File: config.mk
export PLATFORM = sky130hd
export DESIGN_NAME = module_display_scan_flat
export DESIGN_NICKNAME = d
export VERILOG_FILES = /design/src/rtl/module_display_scan_if.sv /design/src/rtl/module_display_scan.sv /design/src/flat_wrapper.sv
export SDC_FILE = /design/constraint.sdc
export NUM_CORES = 1
export LEC_CHECK = 0
export CORE_ASPECT_RATIO = 1.5
export CORE_MARGIN = 4
export CORE_UTILIZATION = 55
export CTS_CLUSTER_DIAMETER = 120
export DETAILED_ROUTE_END_ITERATION = 10
export PLACE_DENSITY_LB_ADDON = 0.3
export SYNTH_ARGS = -nofsm -noshare
export SYNTH_HDL_FRONTEND = slang
export SYNTH_SLANG_ARGS = --single-unit
File: constraint.sdc
create_clock -name clk -period 4.96 [get_ports clk]
set_clock_uncertainty 0.15 [all_clocks]
set_input_delay 1.488 -clock clk [delete_from_list [all_inputs] [get_ports clk]]
set_output_delay 1.488 -clock clk [all_outputs]
set_load 0.02 [all_outputs]
File: src/rtl/module_display_scan_if.sv
// Display scan port bundle: pattern load side plus segment/anode drive.
// master drives seg_data/load; slave is the scanner.
interface module_display_scan_if #(
    parameter int N_DIGITS = 4
);
    logic [7*N_DIGITS-1:0] seg_data;
    logic                  load;
    logic [6:0]            seg_out;
    logic [N_DIGITS-1:0]   anodo;
    logic                  frame_tick;
    logic                  upd_pending;

    modport master (
        output seg_data, load,
        input  seg_out, anodo, frame_tick, upd_pending
    );

    modport slave (
        input  seg_data, load,
        output seg_out, anodo, frame_tick, upd_pending
    );
endinterface

File: src/rtl/module_display_scan.sv
// Multiplexed common-anode 7-segment scanner with frame-aligned double buffer.
// Define SCAN_BLANK_EN to insert BLANK_CYC dark cycles between digits.
module module_display_scan #(
    parameter int N_DIGITS    = 4,
    parameter int REFRESH_DIV = 27000,
    parameter int BLANK_CYC   = 64
) (
    input logic                  clk,
    input logic                  rst_n,
    module_display_scan_if.slave bus
);
    localparam int IW   = (N_DIGITS > 1) ? $clog2(N_DIGITS) : 1;
    localparam int CMAX = (REFRESH_DIV > BLANK_CYC) ? REFRESH_DIV : BLANK_CYC;
    localparam int CW   = $clog2(CMAX);

    localparam logic [CW-1:0] RD_LAST = CW'(REFRESH_DIV - 1);
    localparam logic [CW-1:0] BC_LAST = CW'(BLANK_CYC - 1);
    localparam logic [IW-1:0] I_LAST  = IW'(N_DIGITS - 1);

    typedef enum logic {SHOW, BLANK} state_t;

    state_t                    state, state_nx;
    logic [CW-1:0]             div_cnt, div_nx;
    logic [IW-1:0]             idx, idx_nx;
    logic [N_DIGITS-1:0][6:0]  shadow, pending;
    logic                      upd, wrapped;
    logic                      adv, wrap;

    // div_cnt also times the dark gap while in BLANK
    always_comb begin
        state_nx = state;
        div_nx   = div_cnt + CW'(1);
        idx_nx   = idx;
        adv      = 1'b0;
        unique case (state)
            SHOW: begin
                if (div_cnt == RD_LAST) begin
                    div_nx = '0;
`ifdef SCAN_BLANK_EN
                    state_nx = BLANK;
`else
                    adv = 1'b1;
`endif
                end
            end
            BLANK: begin
                if (div_cnt == BC_LAST) begin
                    div_nx   = '0;
                    state_nx = SHOW;
                    adv      = 1'b1;
                end
            end
        endcase
        wrap = adv && (idx == I_LAST);
        if (adv) begin
            idx_nx = wrap ? '0 : idx + IW'(1);
        end
    end

    assign bus.upd_pending = upd;

    always_ff @(posedge clk or negedge rst_n) begin
        if (!rst_n) begin
            state          <= SHOW;
            div_cnt        <= '0;
            idx            <= '0;
            shadow         <= '0;
            pending        <= '0;
            upd            <= 1'b0;
            wrapped        <= 1'b0;
            bus.seg_out    <= '0;
            bus.anodo      <= '1;
            bus.frame_tick <= 1'b0;
        end else begin
            state   <= state_nx;
            div_cnt <= div_nx;
            idx     <= idx_nx;
            wrapped <= wrap;
            // a load on the commit edge lands in pending for the next frame
            if (wrap && upd) begin
                shadow <= pending;
            end
            if (bus.load) begin
                pending <= bus.seg_data;
            end
            upd <= bus.load | (upd & ~wrap);
            if (state == SHOW) begin
                bus.seg_out <= shadow[idx];
                bus.anodo   <= ~(N_DIGITS'(1) << idx);
            end else begin
                bus.seg_out <= '0;
                bus.anodo   <= '1;
            end
            bus.frame_tick <= wrapped;
        end
    end
endmodule
File: src/flat_wrapper.sv
// flat-port wrapper written by rule: the top's interface ports become plain ports
module module_display_scan_flat 
#(
    parameter int N_DIGITS    = 4,
    parameter int REFRESH_DIV = 27000,
    parameter int BLANK_CYC   = 64
)
  (clk, rst_n, bus_seg_data, bus_load, bus_seg_out, bus_anodo, bus_frame_tick, bus_upd_pending);
  module_display_scan_if #(.N_DIGITS(N_DIGITS)) bus_i ();
  input logic clk;
  input logic rst_n;
  input wire logic [$bits(bus_i.seg_data)-1:0] bus_seg_data;
  input wire logic [$bits(bus_i.load)-1:0] bus_load;
  output wire logic [$bits(bus_i.seg_out)-1:0] bus_seg_out;
  output wire logic [$bits(bus_i.anodo)-1:0] bus_anodo;
  output wire logic [$bits(bus_i.frame_tick)-1:0] bus_frame_tick;
  output wire logic [$bits(bus_i.upd_pending)-1:0] bus_upd_pending;
  assign bus_i.seg_data = bus_seg_data;
  assign bus_i.load = bus_load;
  assign bus_seg_out = bus_i.seg_out;
  assign bus_anodo = bus_i.anodo;
  assign bus_frame_tick = bus_i.frame_tick;
  assign bus_upd_pending = bus_i.upd_pending;
  module_display_scan #(.N_DIGITS(N_DIGITS), .REFRESH_DIV(REFRESH_DIV), .BLANK_CYC(BLANK_CYC)) u_core (.clk(clk), .rst_n(rst_n), .bus(bus_i));
endmodule
## Word level (Yosys, flattened, before mapping)

Index checks and enable logic that the tools add are counted.
W data, S select, Z words.

- Bits in registers: 88
- Input port bits: 31
- Output and inout port bits: 13
- Word-level logic and storage cells: 43

- $add $sub $neg: 2
- Order comparisons: 1
- Equal/unequal tests: 3
- Shift-type cells: 1
- Multiplexer cells: 13
- Bitwise logic cells: 5
- Reductions and logical operators: 2

Operators with widths:

| operator | number |
|---|---|
| $mux W15 | 2 |
| $pmux W15 S2 | 1 |
| $add A15 B1 Y15 const B | 1 |
| $eq A15 B15 Y1 const B | 1 |
| $eq A15 B6 Y1 const B | 1 |
| $bmux W7 S2 | 1 |
| $mux W7 | 2 |
| $mux W1 | 4 |
| $mux W4 | 1 |
| $not A4 Y4 | 1 |
| $shl A1 B2 Y4 const A | 1 |
| $lt A2 B3 Y1 const B | 1 |
| $add A2 B1 Y2 const B | 1 |
| $eq A2 B2 Y1 const B | 1 |
| $logic_and A1 B1 Y1 | 2 |
| $mux W2 | 1 |
| $not A1 Y1 | 2 |
| $pmux W1 S2 | 1 |
| $and A1 B1 Y1 | 1 |
| $or A1 B1 Y1 | 1 |

## Longest topological paths before layout

- Depth after elaboration: 7
- Mapped depth: 6
- Gate-level depth less buffers: 5

## Worst setup path after synthesis

Ideal clock, no wire load.

- Path type: in2reg
- Start point: input bus_load
- End point: register u_core.pending[10] (netlist name)
- Library setup time: 0.125 ns
- Data arrival time: 2.522 ns
- Required time: 4.685 ns
- Slack: 2.163 ns
- Cell stages on the path: 3
- Path buffers: 2
- Cell sequence: clkbuf_1 buf_1 mux2_2

RTL lines:

| element | RTL line | text |
|---|---|---|
| start: declaration | flat_wrapper.sv:13 | `input wire logic [$bits(bus_i.load)-1:0] bus_load;` |
| end signal: assignment | module_display_scan.sv:84 | `pending <= bus.seg_data;` |
| end: declaration | module_display_scan.sv:25 | `logic [N_DIGITS-1:0][6:0] shadow, pending;` |

No word-level cell between the ends.

## Worst setup path after layout

- Start point: register u_core.bus.anodo[2]
- End point: output bus_anodo[2]

RTL lines:

| element | RTL line | text |
|---|---|---|
| start: declaration | module_display_scan_if.sv:20 | `output seg_out, anodo, frame_tick, upd_pending` |
| start signal: assignment | module_display_scan.sv:89 | `bus.anodo <= ~(N_DIGITS'(1) << idx);` |
| end: declaration | flat_wrapper.sv:15 | `output wire logic [$bits(bus_i.anodo)-1:0] bus_anodo;` |

No word-level cell between the ends.

==> metrics <==
Reg2Reg Setup Slack 2330 ps; worst hold margin 208 ps; Fin. Hold Viols 0; Layout Utilization between 60 and 70%; sw power 0.000290 W; PnR Total Power roughly 0.0013 W; sequential share of power 59.9%; critical path arrival 1480 ps; RR Startpoint u_core.state; post-synthesis cell count 243; non-filler cells, final between 300 and 400; cell type of the slowest stage on the worst timing path clkdlybuf4s50_1; Post-synth EDFFs 0; post-route ant nets 0; hold path endpoint u_core.bus.frame_tick; Rows 35; Top Ports 44; Critical Path Start Type flip-flop; Mapped Area 3610 um^2; DR vias/cell ~5.5; syn_area_per_cell 14.9 um^2; Yosys warnings 0; CTS HTree Levels 3; count leader, synth dfrtp_1; Clock Path Buffers 2; #FFs+latches synth 88; Final setup viols 0; CP max stage delay 600 ps; clock share of power 34.8%; wire per inst 16.2 um; drt drc 0; Initial DRC Count approximately 80; Netlist cell types 31; Comb power frac 5.3%; main area contributors after synthesis dfrtp_1 58%, mux2_2 17%, mux4_2 4.4%; Clock Tree Root clkbuf_8; RePlAce Congestion roughly 0.82; Crit Path Class reg2out; via count 2012; Fmax achieved 321 MHz; All-Layer GR Usage 17.0%; Setup Fix Bufs, Post-CTS 0; global route overflow 0; TritonCTS Buffers 9; Top delay family on crit path buffers and inverters; Hold Path Class reg2reg; Power per Cell Area 294 nW/um^2; cells on worst reg2reg path 4; Starting Density 57.7%; share of layout cells above drive strength 1 30.3%; CTS tree built; slew margin rel. 28.9%; Async S/R FF share, synth 100%; initial antenna violation count 0; worst-margin pin slew approximately 1100 ps; endpoint class of the critical path primary output; RR Endpoint u_core.idx[0]; die area approximately 8000 um^2; top_reg_cell synth dfrtp_1; core footprint 6260 um^2; IO Port Bufs 43; Worst Hold Depth 0; final worst path period share between 60% and 70%; fin crit period 3120 ps; Max Fanout on Critical Path 1; CTS hold repair buffers 0; Leak 1.95 nW; HPWL after detailed placement 3970 um; Max-cap violations 0; clock-pin slew on the worst setup and hold paths roughly 90 ps; Sw Ratio 23.1%; dpl cells between 300 and 400; Required @ worst endpoint 3320 ps; die width around 74 um; Mapped Nets 279; clk sinks 88; Yosys top cell by area dfrtp_1; Post-Route WL 5950 um; internal power 0.000964 W; DIE HEIGHT 107 um; outcome complete, no violations; Hold Startpoint u_core.wrapped; top cells by count, synth 84 x dfrtp_1, 56 x mux2_2, 14 x nor2_1; register area share after synthesis 61.1%; fin nets roughly 330; RSZ-0062 raised after global routing no; Worst Path Buf+Inv 1; largest net degree at the start of global routing 89; vias in the first global route 2105; CTS-repair resized insts 0; global-route wire length before repair 10100 um; Synth top area share 58.2%; latest clock arrival within the worst-skew pair between 300 and 400 ps; Antenna diodes 0; setup TNS 0 ps; P&R area growth vs syn 18.1%; Max Slew Vio Count 0; CP Cell Sequence clkdlybuf4s50_1; maximum VDD drop between 200 and 250 uV; DRT Pass-1 Iters 4
layer usage:
layer	GRT usage (%)	vias up	wire, um
li1	-	937	-
met1	21.7	1030	2540
met2	27.6	35	3110
met3	4.02	10	199
met4	7.12	0	102
met5	0	-	0
cell usage in the layout, fill, tap and decap left out, types with 5 or more instances in the layout:
cell	instances
nor2b_1	8
clkbuf_8	9
mux2_2	56
dfrtp_1	84
clkdlybuf4s50_1	42
mux4_2	7
ha_1	5
nor2_1	14
xnor2_1	9
inv_1	6
final cells by class:
cell class / count / area [um^2]
well taps: 74 / 92.6
fillers: 474 / 2000
repair buffers: 45 / 443
clock buffers: 10 / 128
clock inverters: 6 / 45.0
flip-flops and latches: 88 / 2210
multi-input cells: 139 / 1330
inverters: 6 / 22.5
how the worst max path moves through the flow:
stage | from | to | depth (start not counted)
detailed placement | bus_load | u_core.pending[10] | 3
finish | u_core.bus.anodo[2] | bus_anodo[2] | 1
floorplan | bus_load | u_core.pending[10] | 3
global placement | bus_load | u_core.pending[3] | 3
global route | u_core.bus.anodo[2] | bus_anodo[2] | 1
CTS | u_core.bus.anodo[2] | bus_anodo[2] | 1
logic make-up after synthesis:
family,after synthesis,share of synthesized area [%]
adder cells (fa/ha/maj),5,1.73
flip-flops,88,61.1
XOR/XNOR,13,3.15
AO/OA/AOI/OAI,5,1.56
AND/OR/NAND/NOR,51,7.90
multiplexers,65,22.4
buffers and inverters,16,2.11
power by group through the flow:
stage	clock network, W	registers, W	logic (W)
2_1_floorplan	0	0.000761	0.0000277
6_report	0.000437	0.000751	0.0000665
5_1_grt	0.000477	0.000754	0.0000737
3_3_place_gp	0	0.000764	0.0000666
3_5_place_dp	0	0.000765	0.0000683
4_1_cts	0.000447	0.000751	0.0000686
flip-flops by register name (all words and copies together) (netlist names):
signal	count
u_core.pending	28
u_core.bus.upd_pending	1
u_core.shadow	28
u_core.bus.anodo	4
u_core.bus.frame_tick	1
u_core.idx	2
u_core.wrapped	1
u_core.div_cnt	15
u_core.bus.seg_out	7
u_core.state	1
worst reg2reg max path: stages, from the launching register on:
cell	delay (ps)
dfrtp_1	570
and4bb_2	390
nand4_2	160
a21oi_1	830
mux2_2	410
per-stage QoR:
step / setup WS, ps / instance area, um^2
6_report: 1840 / 4270
2_1_floorplan: 2160 / 3610
4_1_cts: 1820 / 4270
5_1_grt: 1800 / 4270
3_5_place_dp: 1980 / 4090
3_3_place_gp: 2000 / 4090
No activity file was read; power rests on OpenSTA's default activity.
